File: config.mk
export PLATFORM = sky130hd
export DESIGN_NAME = alu_op_issuer_flat
export DESIGN_NICKNAME = d
export VERILOG_FILES = /design/src/rtl/alu_op_issuer_if.sv /design/src/rtl/alu_op_issuer.sv /design/src/flat_wrapper.sv
export SDC_FILE = /design/constraint.sdc
export NUM_CORES = 1
export LEC_CHECK = 0
export ABC_AREA = 1
export CORE_MARGIN = 2
export CORE_UTILIZATION = 48
export DETAILED_ROUTE_END_ITERATION = 10
export PLACE_DENSITY = 0.87
export SYNTH_ARGS = -nofsm -noshare
export SYNTH_HDL_FRONTEND = slang
export SYNTH_SLANG_ARGS = --single-unit
export TNS_END_PERCENT = 10
File: constraint.sdc
create_clock -name clk -period 3.15 [get_ports clk]
set_input_delay 0.945 -clock clk [delete_from_list [all_inputs] [get_ports clk]]
set_output_delay 0.945 -clock clk [all_outputs]
set_load 0.02 [all_outputs]
File: src/rtl/alu_op_issuer_if.sv
// Request/response handshake bundle between
// execute control and the ALU operation issuer.
interface alu_op_issuer_if;
  logic       req_valid;
  logic       req_ready;
  logic [7:0] req_op;
  logic [7:0] req_a;
  logic [7:0] req_b;
  logic       resp_valid;
  logic       resp_ready;
  logic [7:0] resp_x;
  logic [7:0] resp_flags;
  logic       resp_err;

  modport master (
    output req_valid, req_op, req_a, req_b,
    output resp_ready,
    input  req_ready,
    input  resp_valid, resp_x, resp_flags, resp_err
  );

  modport slave (
    input  req_valid, req_op, req_a, req_b,
    input  resp_ready,
    output req_ready,
    output resp_valid, resp_x, resp_flags, resp_err
  );
endinterface

File: src/rtl/alu_op_issuer.sv
// Issues one op to the 8-bit ALU, waits out its
// latency and returns X/Flags; rejects bad ops.
module alu_op_issuer #(
  parameter int ALU_LATENCY = 1,
  parameter int CNT_W       = 16
) (
  input  logic             clk,
  input  logic             rst,
  alu_op_issuer_if.slave   s,
  output logic [7:0]       alu_a,
  output logic [7:0]       alu_b,
  output logic [7:0]       alu_sel,
  input  logic [7:0]       alu_x,
  input  logic [7:0]       alu_flags,
  output logic [CNT_W-1:0] ops_done
);

  typedef enum logic [1:0] {
    S_IDLE,
    S_WAIT,
    S_RESP
  } state_t;

  state_t           r_state;
  logic [3:0]       r_cnt;
  logic [7:0]       r_alu_a;
  logic [7:0]       r_alu_b;
  logic [7:0]       r_alu_sel;
  logic [7:0]       r_resp_x;
  logic [7:0]       r_resp_flags;
  logic             r_resp_err;
  logic             r_resp_valid;
  logic [CNT_W-1:0] r_ops_done;

  logic w_div_op;
  logic w_illegal;

  // Opcode zero, out of range, or div/mod by zero
  assign w_div_op  = (s.req_op == 8'd4) ||
                     (s.req_op == 8'd5);
  assign w_illegal = (s.req_op == 8'd0) ||
                     (s.req_op > 8'd8) ||
                     (w_div_op && (s.req_b == 8'd0));

  assign s.req_ready    = (r_state == S_IDLE);
  assign s.resp_valid   = r_resp_valid;
  assign s.resp_x       = r_resp_x;
  assign s.resp_flags   = r_resp_flags;
  assign s.resp_err     = r_resp_err;
  assign alu_a          = r_alu_a;
  assign alu_b          = r_alu_b;
  assign alu_sel        = r_alu_sel;
  assign ops_done       = r_ops_done;

  // Issue / wait / respond sequencing
  always_ff @(posedge clk) begin
    if (rst) begin
      r_state      <= S_IDLE;
      r_cnt        <= '0;
      r_alu_a      <= '0;
      r_alu_b      <= '0;
      r_alu_sel    <= '0;
      r_resp_x     <= '0;
      r_resp_flags <= '0;
      r_resp_err   <= 1'b0;
      r_resp_valid <= 1'b0;
      r_ops_done   <= '0;
    end else begin
      unique case (r_state)
        S_IDLE: begin
          if (s.req_valid) begin
            if (w_illegal) begin
              r_resp_err   <= 1'b1;
              r_resp_x     <= '0;
              r_resp_flags <= '0;
              r_resp_valid <= 1'b1;
              r_state      <= S_RESP;
            end else begin
              r_alu_a   <= s.req_a;
              r_alu_b   <= s.req_b;
              r_alu_sel <= s.req_op;
              r_cnt     <= 4'(ALU_LATENCY);
              r_state   <= S_WAIT;
            end
          end
        end
        S_WAIT: begin
          if (r_cnt != 4'd0) begin
            r_cnt <= r_cnt - 4'd1;
          end else begin
            r_resp_x     <= alu_x;
            r_resp_flags <= alu_flags;
            r_resp_err   <= 1'b0;
            r_resp_valid <= 1'b1;
            r_alu_sel    <= '0;
            r_ops_done   <= r_ops_done + 1'b1;
            r_state      <= S_RESP;
          end
        end
        S_RESP: begin
          if (s.resp_ready) begin
            r_resp_valid <= 1'b0;
            r_state      <= S_IDLE;
          end
        end
        default: begin
          r_state <= S_IDLE;
        end
      endcase
    end
  end

endmodule
File: src/flat_wrapper.sv
// flat-port wrapper written by rule: the top's interface ports become plain ports
module alu_op_issuer_flat 
#(
  parameter int ALU_LATENCY = 1,
  parameter int CNT_W       = 16
)
  (clk, rst, alu_a, alu_b, alu_sel, alu_x, alu_flags, ops_done, s_req_valid, s_req_op, s_req_a, s_req_b, s_resp_ready, s_req_ready, s_resp_valid, s_resp_x, s_resp_flags, s_resp_err);
  alu_op_issuer_if s_i ();
  input  logic clk;
  input  logic rst;
  output logic [7:0] alu_a;
  output logic [7:0] alu_b;
  output logic [7:0] alu_sel;
  input  logic [7:0] alu_x;
  input  logic [7:0] alu_flags;
  output logic [CNT_W-1:0] ops_done;
  input wire logic [$bits(s_i.req_valid)-1:0] s_req_valid;
  input wire logic [$bits(s_i.req_op)-1:0] s_req_op;
  input wire logic [$bits(s_i.req_a)-1:0] s_req_a;
  input wire logic [$bits(s_i.req_b)-1:0] s_req_b;
  input wire logic [$bits(s_i.resp_ready)-1:0] s_resp_ready;
  output wire logic [$bits(s_i.req_ready)-1:0] s_req_ready;
  output wire logic [$bits(s_i.resp_valid)-1:0] s_resp_valid;
  output wire logic [$bits(s_i.resp_x)-1:0] s_resp_x;
  output wire logic [$bits(s_i.resp_flags)-1:0] s_resp_flags;
  output wire logic [$bits(s_i.resp_err)-1:0] s_resp_err;
  assign s_i.req_valid = s_req_valid;
  assign s_i.req_op = s_req_op;
  assign s_i.req_a = s_req_a;
  assign s_i.req_b = s_req_b;
  assign s_i.resp_ready = s_resp_ready;
  assign s_req_ready = s_i.req_ready;
  assign s_resp_valid = s_i.resp_valid;
  assign s_resp_x = s_i.resp_x;
  assign s_resp_flags = s_i.resp_flags;
  assign s_resp_err = s_i.resp_err;
  alu_op_issuer #(.ALU_LATENCY(ALU_LATENCY), .CNT_W(CNT_W)) u_core (.clk(clk), .rst(rst), .s(s_i), .alu_a(alu_a), .alu_b(alu_b), .alu_sel(alu_sel), .alu_x(alu_x), .alu_flags(alu_flags), .ops_done(ops_done));
endmodule
==> results of run 1 <==
-- synth_stat cells (2+ instances only) --
cell type / n / area share, %
buf_2: 3 / 0.52
nor2_4: 2 / 0.78
buf_6: 2 / 0.78
nor3_1: 6 / 1.0
o21ai_0: 38 / 6.6
clkbuf_1: 7 / 0.91
dfxtp_1: 64 / 44
nand2_1: 68 / 8.8
nand3_1: 14 / 2.4
a21oi_1: 24 / 4.2
inv_1: 45 / 5.8
nand4_1: 2 / 0.43
ha_1: 3 / 1.3
xor2_1: 5 / 1.5
nor2_1: 121 / 16
xnor2_1: 3 / 0.91
-- flip-flops by register name (all words and copies together) (netlist names) --
register,cells
u_core.s.resp_flags,8
u_core.s.resp_x,8
u_core.r_cnt,4
u_core.alu_sel,8
u_core.ops_done,16
u_core.alu_a,8
u_core.s.resp_err,1
u_core.alu_b,8
u_core.s.resp_valid,1
u_core.r_state,2
-- power by group through the flow --
stage	Sequential (uW)	Clock, uW	Combinational (uW)
2_1_floorplan	910	0	119
3_3_place_gp	876	0	281
3_5_place_dp	878	0	288
4_1_cts	860	717	289
5_1_grt	863	749	316
6_report	860	709	287
-- worst paths after layout --
| check | from | endpoint | cells after the start |
|---|---|---|---|
| worst max-delay path | u_core.r_state[1] | s_req_ready | 2 |
| worst min-delay path | u_core.alu_sel[5] | u_core.alu_sel[5] | 2 |
| worst max register to register | u_core.r_state[1] | u_core.alu_a[7] | 6 |
| worst min register to register | u_core.alu_sel[5] | u_core.alu_sel[5] | 2 |
-- final cells by class --
| cell class | count | share of cell area [%] |
|---|---|---|
| Clock buffer | 13 | 3.82 |
| Clock inverter | 3 | 0.962 |
| Timing Repair Buffer | 105 | 25.1 |
| Tap cell | 75 | 2.25 |
| Sequential cell | 64 | 30.8 |
| Multi-Input combinational cell | 294 | 32.7 |
| Inverter | 47 | 4.42 |
-- logic make-up after synthesis --
| kind of cell | count (synthesis) |
|---|---|
| xor+xnor | 8 |
| simple gates | 219 |
| fa+ha+maj | 3 |
| compound gates | 64 |
| buf+inv | 60 |
| flops | 64 |
-- tightest hold or removal path: stages, from the launching register on --
cell	delay [ns]
dfxtp_1	0.31
nand2_1	0.06
nor2_1	0.03
-- metrics by stage --
| step | hold slack (ns) | util [%] |
|---|---|---|
| floorplan | 0.441 | - |
| global placement | 0.432 | 67.3 |
| detailed placement | 0.431 | 67.3 |
| CTS | 0.443 | 70.7 |
| global route | 0.471 | 70.7 |
| finish | 0.444 | 70.7 |
-- per-layer routing --
metal / up-vias / part of all wire (%) / global-route usage, % / routed length [um]
li1: 1511 / - / - / -
met5: - / 0 / 0 / 0
met4: 0 / 1.8 / 11.8 / 134
met1: 1367 / 41 / 24.7 / 3000
met2: 102 / 49 / 40.4 / 3630
met3: 13 / 8.1 / 5.93 / 592
-- cells in the final DEF, fill, tap and decap left out, drive strengths merged --
master         count
nor2             125
xor2               5
nand4              3
nand2             69
a21oi             24
clkinv             2
o21a               1
clkdlybuf4s50    102
ha                 3
or2                1
nor3               6
dfxtp             64
nand3             15
buf                3
xnor2              3
bufinv             1
inv               47
clkbuf            13
o31ai              1
o21ai             38
==> impl_metrics.env, run 1 <==
export IMPL_outcome="completed"
export IMPL_dr_first_iter_drc_count=117
export IMPL_synthSimpleGateAreaFrac_pct=32.1
export IMPL_fin_setup_tns_ns=0
export IMPL_synth_mux_area_share_pct=0
export IMPL_fin_crit_sh_pct=81.2
export IMPL_gp_congestion=0.878
export IMPL_antenna_found_initial=0
export IMPL_clock_sinks=64
export IMPL_path_class="reg -> out"
export IMPL_groute_usage_overall_pct=22.7
export IMPL_arrival_ns=1.61
export IMPL_cp_cell_sequence="nor2_1 > clkdlybuf4s50_1"
export IMPL_start_kind="flip-flop"
export IMPL_timing_final_ws_setup_ns=0.592
export IMPL_rows=28
export IMPL_synth_edf_count=0
export IMPL_synthesis_area_um2=2890
export IMPL_grt_pass1_vias=2849
export IMPL_cts_root_buf="clkbuf_8"
export IMPL_start_util_pct=49.1
export IMPL_place_hpwl_um=5310
export IMPL_min_path_type="reg -> reg"
export IMPL_diodes=0
export IMPL_p_seq_share_pct=46.3
export IMPL_synth_top_family_by_area="simple AND/OR/NAND/NOR gates"
export IMPL_drive_above_1_share_pct=5.13
export IMPL_crit_slowest_cell="clkdlybuf4s50_1"
export IMPL_clk_pin_slew_ns=0.07
export IMPL_period_needed_ns=2.56
export IMPL_cts_inserted_buffers=9
export IMPL_swShare_pct=25.5
export IMPL_power_switching_uw=473
export IMPL_clock_fmax_mhz=391
export IMPL_cts_max_level=3
export IMPL_leakage_uw=0.00168
export IMPL_ir_drop_mv=0.283
export IMPL_netlist_instances=418
export IMPL_ys_seq_elements=64
export IMPL_post_cts_buffers=0
export IMPL_path_buf_inv=1
export IMPL_cp_max_fo=4
export IMPL_regArea_um2=1280
export IMPL_fin_nets=568
export IMPL_async_flop_share_pct=0
export IMPL_io_pins=103
export IMPL_layout_cells_non_filler=601
export IMPL_multi_input_area_um2=1360
export IMPL_die_w_um=81.6
export IMPL_place_ws_ns=0.319
export IMPL_max_cap_violations=0
export IMPL_clockBufferDepth=2
export IMPL_finalMaxSlewViolations=0
export IMPL_num_vias=2993
export IMPL_wirelength_um=7350
export IMPL_dp_cells=585
export IMPL_hold_violations=0
export IMPL_synth_xor_area_share_pct=2.42
export IMPL_yosysUniqueCellTypes=27
export IMPL_ant_nets=0
export IMPL_slowest_delay_ns=0.67
export IMPL_grt_pass1_wl_um=11800
export IMPL_synth_ff_type="dfxtp_1"
export IMPL_critPathTopFamily="buffers and inverters"
export IMPL_placed_area_um2=3960
export IMPL_grt_overflow=0
export IMPL_rsz0062_at_grt="false"
export IMPL_fin_area_um2=4160
export IMPL_cp_required_ns=2.20
export IMPL_routedWlPerCell_um=12.2
export IMPL_syn_area_per_cell_um2=6.92
export IMPL_p_int_uw=1380
export IMPL_seq_area_frac_synth_pct=44.3
export IMPL_syn2layout_area_growth_pct=43.9
export IMPL_drc=0
export IMPL_relSlewSlack_pct=61.7
export IMPL_cts_tree="done"
export IMPL_io_buffers=102
export IMPL_clock_skew_final_ns=0.00601
export IMPL_power_density_nw_per_um2=446
export IMPL_synth_compound_area_share_pct=11.2
export IMPL_worst_slew_pin_slew_ns=0.571
export IMPL_reg2reg_slack_ns=1.42
export IMPL_yosys_warnings=0
export IMPL_cts_hold_buf=0
export IMPL_synthAdderAreaFrac_pct=1.30
export IMPL_end_kind="output pin"
export IMPL_ctsResizeCount=0
export IMPL_combPwrFrac_pct=15.5
export IMPL_grt_max_degree=25
export IMPL_num_fill_cells=489
export IMPL_dieArea_um2=6660
export IMPL_clk_latency_ns=0.34
export IMPL_setup_violations=0
export IMPL_syn_nets=465
export IMPL_power_frac_clock_pct=38.2
export IMPL_avgViaCountPerCell=4.98
export IMPL_die_y_um=81.6
export IMPL_coreArea_um2=5890
export IMPL_drt_pass1_iter_count=4
export IMPL_finalPower_uw=1860
Power figures use the tool's default switching activity.
==> run 2: changes to the inputs <==
--- a/config.mk
+++ b/config.mk
@@ -7,9 +7,9 @@
 export LEC_CHECK = 0
 export ABC_AREA = 1
 export CORE_MARGIN = 2
-export CORE_UTILIZATION = 48
+export CORE_UTILIZATION = 40
 export DETAILED_ROUTE_END_ITERATION = 10
-export PLACE_DENSITY = 0.87
+export PLACE_DENSITY = 0.77
 export SYNTH_ARGS = -nofsm -noshare
 export SYNTH_HDL_FRONTEND = slang
 export SYNTH_SLANG_ARGS = --single-unit
==> constraint.sdc (replaced) <==
create_clock -name clk -period 2.35 [get_ports clk]
set_input_delay 0.705 -clock clk [delete_from_list [all_inputs] [get_ports clk]]
set_output_delay 0.705 -clock clk [all_outputs]
set_load 0.02 [all_outputs]
==> run 2 against run 1 <==
Wire length is 2.9% lower. Sequential cell count unchanged. Setup slack worse by 0.37 ns. Power rose by 26%. Via count shrank 3.0%. Clock power up 13%. Combinational power is 36% higher. Global-route usage fell by 4.3 points. Critical endpoint is now ops_done[10].
==> impl_metrics.env, run 2 (synthesized netlist as in run 1, its figures left out) <==
export IMPL_largest_reg_flops=16
export IMPL_rsz0062_at_grt="false"
export IMPL_clock_fmax_mhz=471
export IMPL_power_switching_uw=621
export IMPL_syn2layout_area_growth_pct=44.9
export IMPL_gp_congestion=0.908
export IMPL_path_buf_inv=1
export IMPL_clk_latency_ns=0.33
export IMPL_grt_max_degree=25
export IMPL_power_density_nw_per_um2=558
export IMPL_critical_path_cell_count=1
export IMPL_hold_violations=0
export IMPL_diodes=0
export IMPL_cts_root_buf="clkbuf_8"
export IMPL_cp_cell_sequence="clkdlybuf4s50_1"
export IMPL_ir_drop_mv=0.325
export IMPL_fin_area_um2=4190
export IMPL_timing_final_ws_setup_ns=0.225
export IMPL_path_class="reg -> out"
export IMPL_placed_area_um2=4020
export IMPL_drt_pass1_iter_count=4
export IMPL_relSlewSlack_pct=58.6
export IMPL_setup_violations=0
export IMPL_cts_hold_buf=0
export IMPL_final_cell_mix="nor2_1 (121), clkdlybuf4s50_1 (101), nand2_1 (68), dfxtp_1 (64), inv_1 (45)"
export IMPL_cp_endpoint="ops_done[10]"
export IMPL_wirelength_um=7140
export IMPL_layout_cells_non_filler=629
export IMPL_timing_rr_end="u_core.ops_done[8]"
export IMPL_routedWlPerCell_um=11.4
export IMPL_multi_input_area_um2=1360
export IMPL_antenna_found_initial=0
export IMPL_leakage_uw=0.00169
export IMPL_period_needed_ns=2.12
export IMPL_cp_max_fo=5
export IMPL_fin_util_pct=58.7
export IMPL_p_int_uw=1720
export IMPL_grt_overflow=0
export IMPL_rows=31
export IMPL_slowest_delay_ns=0.65
export IMPL_grt_pass1_wl_um=11600
export IMPL_ant_nets=0
export IMPL_die_y_um=89.0
export IMPL_cts_inserted_buffers=9
export IMPL_cts_max_level=3
export IMPL_outcome="completed"
export IMPL_power_frac_clock_pct=34.1
export IMPL_reg2reg_slack_ns=0.68
export IMPL_combPwrFrac_pct=16.6
export IMPL_dp_cells=613
export IMPL_min_path_type="reg -> reg"
export IMPL_dr_first_iter_drc_count=99
export IMPL_worst_slew_pin_slew_ns=0.617
export IMPL_drc=0
export IMPL_mostFrequentLayoutCell="nor2_1"
export IMPL_post_cts_buffers=0
export IMPL_fin_nets=572
export IMPL_crit_slowest_cell="clkdlybuf4s50_1"
export IMPL_critPathTopFamily="buffers and inverters"
export IMPL_clockBufferDepth=2
export IMPL_r2r_start="u_core.r_cnt[0]"
export IMPL_fin_crit_sh_pct=90.4
export IMPL_cp_startpoint="u_core.ops_done[10]"
export IMPL_max_cap_violations=0
export IMPL_io_buffers=102
export IMPL_p_seq_share_pct=49.2
export IMPL_clock_sinks=64
export IMPL_ctsResizeCount=0
export IMPL_end_kind="output pin"
export IMPL_fin_setup_tns_ns=0
export IMPL_swShare_pct=26.6
export IMPL_finalMaxSlewViolations=0
export IMPL_num_fill_cells=677
export IMPL_groute_usage_overall_pct=18.4
export IMPL_clock_skew_final_ns=0.00959
export IMPL_place_ws_ns=-0.0636
export IMPL_io_pins=103
export IMPL_ff2ff_path_depth=7
export IMPL_arrival_ns=1.42
export IMPL_cp_required_ns=1.64
export IMPL_die_w_um=89.0
export IMPL_start_util_pct=40.5
export IMPL_clk_pin_slew_ns=0.07
export IMPL_drive_above_1_share_pct=5.85
export IMPL_cts_tree="done"
export IMPL_regArea_um2=1280
export IMPL_num_vias=2904
export IMPL_dieArea_um2=7930
export IMPL_avgViaCountPerCell=4.62
export IMPL_coreArea_um2=7140
export IMPL_grt_pass1_vias=2699
export IMPL_start_kind="flip-flop"
export IMPL_place_hpwl_um=5230
[run 2: cell types whose count changed in the layout (fill, tap and decap cells not counted), sizes merged]
cell / change
buf: +4
bufinv: -1
clkbuf: -1
clkdlybuf4s50: -1
clkinv: +2
dlymetal6s2s: +1
[run 2: area by class of cell]
cell class	count	share of cell area [%]
sequential	64	30.6
multi-input combinational	294	32.5
tap	99	2.96
timing repair buffer	109	25.7
inverter	47	4.39
clock buffer	12	3.46
clock inverter	4	0.478
[run 2: routing by layer]
| layer | global-route usage, % | vias to the layer above | share of wire (%) |
|---|---|---|---|
| met5 | 0 | - | 0 |
| met4 | 8.28 | 0 | 0.70 |
| met3 | 5.54 | 4 | 7.5 |
| met2 | 29.9 | 93 | 47 |
| met1 | 22.6 | 1284 | 44 |
| li1 | - | 1523 | - |
[run 2: worst reg2reg max path: stages, from the launching register on]
cell and delay, ns:
dfxtp_1 0.30, inv_1 0.12, ha_1 0.23, nand4_4 0.24
nor2_2 0.26, nand3_1 0.16, o21ai_0 0.19, a21oi_1 0.05
[run 2: stage by stage]
step	power, uW	hold slack (ns)
6_report	2340	0.442
2_1_floorplan	1380	0.441
5_1_grt	2460	0.459
3_5_place_dp	1570	0.428
3_3_place_gp	1560	0.430
4_1_cts	2370	0.440
[run 2: power by group through the flow]
stage          logic [uW]  clock network, uW  registers, uW
2_1_floorplan         159                  0           1220
3_3_place_gp          386                  0           1170
3_5_place_dp          391                  0           1180
4_1_cts               393                826           1150
5_1_grt               428                872           1160
6_report              389                798           1150
[run 2: worst min-delay path by stage]
stage          cells after the start           endpoint              start  slack (ns)
6_report                           2  u_core.alu_sel[4]  u_core.alu_sel[4]        0.44
5_1_grt                            2  u_core.alu_sel[4]  u_core.alu_sel[4]        0.46
4_1_cts                            2  u_core.alu_sel[4]  u_core.alu_sel[4]        0.44
3_5_place_dp                       2  u_core.alu_sel[4]  u_core.alu_sel[4]        0.43
3_3_place_gp                       2  u_core.alu_sel[7]  u_core.alu_sel[7]        0.43
2_1_floorplan                      2    u_core.r_cnt[1]    u_core.r_cnt[1]        0.44
==> run 3: changes to the inputs <==
--- a/config.mk
+++ b/config.mk
@@ -6,6 +6,7 @@
 export NUM_CORES = 1
 export LEC_CHECK = 0
 export ABC_AREA = 1
+export ABC_CLOCK_PERIOD_IN_PS = 2350
 export CORE_MARGIN = 2
 export CORE_UTILIZATION = 40
 export DETAILED_ROUTE_END_ITERATION = 10
==> results of run 3 <==
No change in the layout: final DEF, timing and power equal those of run 2.
